### src/rtl/intersection_pkg.sv
// Shared encodings for the intersection right-of-way arbiter: FSM states,
// one-hot lamp codes and approach identifiers.
package intersection_pkg;

  typedef enum logic [2:0] {
    ALLRED = 3'd0,
    G1     = 3'd1,
    Y1     = 3'd2,
    G2     = 3'd3,
    Y2     = 3'd4,
    WALK   = 3'd5,
    FLASH  = 3'd6,
    EMER   = 3'd7
  } state_t;

  localparam logic [2:0] RED    = 3'd1;
  localparam logic [2:0] YELLOW = 3'd2;
  localparam logic [2:0] GREEN  = 3'd4;

  localparam logic [1:0] GO_T1 = 2'd1;
  localparam logic [1:0] GO_T2 = 2'd2;

  function automatic int max_int(input int a, input int b);
    return (a > b) ? a : b;
  endfunction

endpackage

### src/rtl/phase_timer.sv
// Loadable down-counter that times each phase; holds at zero until reloaded.
module phase_timer #(
  parameter int           W         = 4,
  parameter logic [W-1:0] RESET_VAL = '0
) (
  input  logic         clk,
  input  logic         reset,
  input  logic         load,
  input  logic [W-1:0] load_val,
  output logic         zero
);

  logic [W-1:0] count;

  always_ff @(posedge clk or negedge reset) begin
    if (!reset) begin
      count <= RESET_VAL;
    end else if (load) begin
      count <= load_val;
    end else if (count != '0) begin
      count <= count - W'(1);
    end
  end

  assign zero = (count == '0);

endmodule

### src/rtl/intersection_phase_arbiter.sv
// Single-green scheduler for two approaches with pedestrian walk insertion
// and emergency pre-emption; lamps decode straight from the state register.
module intersection_phase_arbiter
  import intersection_pkg::*;
#(
  parameter int GREEN_T  = 30,
  parameter int YELLOW_T = 5,
  parameter int ALLRED_T = 2,
  parameter int WALK_T   = 20,
  parameter int FLASH_T  = 5
) (
  input  logic       clk,
  input  logic       reset,
  input  logic       req1,
  input  logic       req2,
  input  logic       pedButton,
  input  logic       emergency,
  output logic [2:0] T1,
  output logic [2:0] T2,
  output logic       Walk,
  output logic       Buzzer,
  output logic [2:0] phase
);

  localparam int MAX_D = max_int(max_int(max_int(GREEN_T, YELLOW_T),
                                         max_int(ALLRED_T, WALK_T)), FLASH_T);
  localparam int TW = $clog2(MAX_D) + 1;

  state_t          state, state_nx;
  logic [1:0]      next_go, next_go_nx;
  logic            ped_pending;
  logic            rest_reload;
  logic            tmr_load, tmr_zero;
  logic [TW-1:0]   tmr_val;

  function automatic logic [TW-1:0] dwell(input state_t s);
    case (s)
      G1, G2:  return TW'(GREEN_T - 1);
      Y1, Y2:  return TW'(YELLOW_T - 1);
      WALK:    return TW'(WALK_T - 1);
      FLASH:   return TW'(FLASH_T - 1);
      ALLRED:  return TW'(ALLRED_T - 1);
      default: return '0;
    endcase
  endfunction

  phase_timer #(
    .W         (TW),
    .RESET_VAL (TW'(ALLRED_T - 1))
  ) u_timer (
    .clk      (clk),
    .reset    (reset),
    .load     (tmr_load),
    .load_val (tmr_val),
    .zero     (tmr_zero)
  );

  always_ff @(posedge clk or negedge reset) begin
    if (!reset) begin
      state       <= ALLRED;
      next_go     <= GO_T1;
      ped_pending <= 1'b0;
    end else begin
      state   <= state_nx;
      next_go <= next_go_nx;
      // Entering WALK consumes the request and beats a same-cycle press.
      if (state_nx == WALK && state != WALK) begin
        ped_pending <= 1'b0;
      end else if (pedButton && state != WALK && state != FLASH) begin
        ped_pending <= 1'b1;
      end
    end
  end

  always_comb begin
    state_nx    = state;
    next_go_nx  = next_go;
    rest_reload = 1'b0;
    case (state)
      ALLRED: if (tmr_zero) begin
        if (emergency)             state_nx = EMER;
        else if (ped_pending)      state_nx = WALK;
        else if (next_go == GO_T1) state_nx = G1;
        else                       state_nx = G2;
      end
      G1: begin
        if (emergency)                       state_nx = Y1;
        else if (tmr_zero && (req2 || ped_pending)) state_nx = Y1;
        else if (tmr_zero)                   rest_reload = 1'b1;
      end
      G2: begin
        if (emergency)                       state_nx = Y2;
        else if (tmr_zero && (req1 || ped_pending)) state_nx = Y2;
        else if (tmr_zero)                   rest_reload = 1'b1;
      end
      Y1: if (tmr_zero) begin
        state_nx   = ALLRED;
        next_go_nx = GO_T2;
      end
      Y2: if (tmr_zero) begin
        state_nx   = ALLRED;
        next_go_nx = GO_T1;
      end
      WALK:    if (emergency || tmr_zero) state_nx = FLASH;
      FLASH:   if (tmr_zero) state_nx = ALLRED;
      EMER:    if (!emergency) state_nx = ALLRED;
      default: state_nx = ALLRED;
    endcase
    // Any state change or a green rest starts a fresh full dwell.
    tmr_load = (state_nx != state) || rest_reload;
    tmr_val  = dwell(state_nx);
  end

  always_comb begin
    T1     = RED;
    T2     = RED;
    Walk   = 1'b0;
    Buzzer = 1'b0;
    case (state)
      G1:      T1 = GREEN;
      Y1:      T1 = YELLOW;
      G2:      T2 = GREEN;
      Y2:      T2 = YELLOW;
      WALK:    Walk = 1'b1;
      FLASH: begin
        Walk   = 1'b1;
        Buzzer = 1'b1;
      end
      EMER:    Buzzer = 1'b1;
      default: ;
    endcase
  end

  assign phase = state;

endmodule

### config.mk
export PLATFORM = sky130hd
export DESIGN_NAME = intersection_phase_arbiter
export DESIGN_NICKNAME = d
export VERILOG_FILES = /design/src/rtl/intersection_pkg.sv /design/src/rtl/phase_timer.sv /design/src/rtl/intersection_phase_arbiter.sv
export SDC_FILE = /design/constraint.sdc
export NUM_CORES = 1
export LEC_CHECK = 0
export ABC_CLOCK_PERIOD_IN_PS = 3000
export CELL_PAD_IN_SITES_DETAIL_PLACEMENT = 0
export CELL_PAD_IN_SITES_GLOBAL_PLACEMENT = 1
export CORE_MARGIN = 4
export CORE_UTILIZATION = 40
export CTS_CLUSTER_SIZE = 12
export DETAILED_ROUTE_END_ITERATION = 12
export PLACE_DENSITY = 0.76
export SETUP_SLACK_MARGIN = 0.5
export SLEW_MARGIN = 0
export SYNTH_ARGS = -nofsm -noshare
export SYNTH_HDL_FRONTEND = slang
export SYNTH_SLANG_ARGS = --single-unit
export TNS_END_PERCENT = 100
### constraint.sdc
create_clock -name clk -period 3 [get_ports clk]
set_input_delay 0.3 -clock clk [delete_from_list [all_inputs] [get_ports clk]]
set_output_delay 0.3 -clock clk [all_outputs]
set_load 0.005 [all_outputs]
==> out/results.txt <==
Syn. warnings -> 0
ys flop type -> dfrtp_1
# port buffers -> 16
Final Max Tran Viols -> 0
HPWL Detailed -> 2.12 mm
synthesized cell area -> 0.00113 mm2
Tmin final -> 2.42 ns
critical path data required time -> 3.16 ns
count leader, synth -> nand2_1
Final Skew -> 0.000806 ns
worst slew pin tran -> 0.594 ns
# IOs -> 17
post-synth top area cell -> dfrtp_1
status -> complete, no violations
first-pass GRT wire length -> 4.66 mm
Largest delay share family, worst path -> compound AO/OA/AOI/OAI gates
cts bufs inserted -> 3
period utilization -> 0.805
Antenna diodes -> 0
RSZ-0062 raised after global routing -> no
Power Total -> 1.60 mW
Finish-stage setup viols -> 0
Async SR Flop Fraction -> 1.00
peak supply drop -> 0.791 mV
WP buf/inv -> 1
vias in the first global route -> 1,062
fmax -> 0.414 GHz
post-route insts no fill -> 186
worst reg-to-reg setup slack -> 0.58 ns
Hold Vio Cnt, Final -> 0
Area growth syn-to-layout -> 21.0%
Die ar. -> 0.00375 mm2
CP Launch Type -> flip-flop
clk slew on worst S/H paths -> 0.07 ns
Worst EP arrival -> 2.58 ns
Sink Count -> 12
FF+latch count, synth -> 12
setup tns final -> 0 ns
Worst path slowest cell -> or3b_4
Post-Syn Nets -> 146
Max-Cap Viols -> 0
gpl congestion -> 0.884
pin count of the biggest net entering global routing -> 21
Die Height -> 61.2 um
Worst Setup Slack, final -> 0.584 ns
nets -> 163
Crit. End Element -> flip-flop
pwr/cell area -> 1170 mW/mm2
total detailed-routing wirelength -> 2.84 mm
clock latency on the worst-skew pair -> 0.28 ns
row count -> 19
Slew Limit Headroom -> 0.604
Inst Count DP -> 180
post-synth cell types -> 58
total gr overflow -> 0
mean number of vias per cell -> 6.04
drc violations -> 0
Max clock buf depth -> 2
synthesized instance count -> 139
Post-CTS Hold Fix Bufs -> 0
Final ANT Viol Nets -> 0
CTS tree -> yes
post-synthesis sequential area ratio -> 0.267
top cells by area, synth -> dfrtp_1 (22%), nand2_1 (5.0%), a21oi_1 (4.9%), dfstp_2 (4.6%), nor2_1 (3.0%)
critical path type -> flip-flop to flip-flop
Hold WC Path Type -> input pin to async pin
syn_area_per_cell -> 8.15 um2
vias -> 1,124
Leak -> 0.571 nW
maximum fanout along the worst path -> 5
largest stage delay on the critical path -> 0.45 ns
fraction of layout cells with a size suffix above 1 -> 0.187
initial drt markers -> 43
Synth top area share -> 0.221
Core ar. -> 0.00273 mm2
htree depth -> 1
Initial DRT Pass Iterations -> 4
WL/cell -> 15.3 um
Starting Density -> 0.414
setup slack at placement -> 0.463 ns
Post-synth EDFFs -> 0
Die X -> 61.2 um
CTS root buffer -> clkbuf_4
Commonest cells post-synth -> nand2_1 (15), a21oi_1 (11), dfrtp_1 (10), nor2_1 (9)
CP Cell Sequence -> inv_1, ha_1, or3b_4, o311ai_2, and2_2, o21a_4, nand2_1, o311a_1
GRT Resource Usage Total -> 0.165
initial antenna violation count -> 0
metal layers:
metal | vias up | wire length (um) | GRT usage
met5 | - | 0 | 0
met4 | 0 | 27 | 0.0774
met3 | 4 | 157 | 0.0294
met2 | 34 | 1330 | 0.261
met1 | 548 | 1320 | 0.217
li1 | 538 | - | -
cell type report:
cell class | instances | area [um2]
Clock buffer | 4 | 36.3
Fill cell | 266 | 1360
Inverter | 6 | 22.5
Multi-Input combinational cell | 112 | 772
Sequential cell | 12 | 303
Tap cell | 31 | 38.8
Timing Repair Buffer | 21 | 198
where the power goes:
| group | switching (mW) | internal, mW | leakage [nW] | total [mW] |
|---|---|---|---|---|
| Sequential | 0.125 | 0.251 | 0.144 | 0.376 |
| Clock | 0.0540 | 0.0739 | 0.0210 | 0.128 |
| Combinational | 0.571 | 0.529 | 0.406 | 1.10 |
| Total | 0.750 | 0.854 | 0.571 | 1.60 |
cell families (layout without fill, tap and decap cells):
family	count (synthesis)	count (layout)	share of synthesized area
adders and majority gates	1	1	0.0110
and+or+nand+nor	58	58	0.297
AOI/OAI and AO/OA	47	47	0.313
xor gates and xnor gates	4	4	0.0309
muxes	2	2	0.0177
buffers and inverters	15	31	0.0630
DFF	12	12	0.267
per-stage QoR:
stage / cell area (um2) / hold WS, ns / util
after floorplan: 1130 / 0.00441 / -
after global placement: 1310 / 0.487 / 0.477
after detailed placement: 1310 / 0.486 / 0.477
after CTS: 1360 / 0.395 / 0.496
after global routing: 1370 / 0.425 / 0.501
final: 1370 / 0.381 / 0.501
worst reg2reg max path: stages (launching register included):
cell	delay, ns
dfrtp_1	0.40
inv_1	0.06
ha_1	0.22
or3b_4	0.45
o311ai_2	0.43
and2_2	0.25
o21a_4	0.15
nand2_1	0.05
o311a_1	0.29
worst paths after layout:
path,to,depth (start not counted),start
setup / recovery,u_timer.count[2]$_DFFE_PN0P_,8,u_timer.count[1]$_DFFE_PN0P_
hold / removal,phase[0]$_DFF_PN0_,1,reset
setup reg to reg,u_timer.count[2]$_DFFE_PN0P_,8,u_timer.count[1]$_DFFE_PN0P_
hold reg to reg,next_go[1]$_DFFE_PN0P_,1,next_go[1]$_DFFE_PN0P_
max in group asynchronous,u_timer.count[0]$_DFFE_PN1P_,1,reset
min in group clk,next_go[1]$_DFFE_PN0P_,1,next_go[1]$_DFFE_PN0P_
cells in the final DEF, fill, tap and decap left out, types with 5 or more instances in the layout:
master / n
dfrtp_1: 10
clkdlybuf4s50_1: 16
buf_4: 5
o21ai_0: 5
nor2_1: 9
a21oi_1: 11
inv_1: 5
nand3_1: 5
nand2_1: 15
what timing repair did:
item | in CTS | in global routing
pin swaps | 1 | 0
buffers inserted | 2 | 0
setup endpoints to repair | 1 | 2
resized for setup | 0 | 2
registers in the layout, summed over array words and instances (netlist names):
register / cells
next_go: 2
u_timer.count: 6
ped_pending: 1
phase: 3
Note: power is estimated with default switching activity, not from simulation.
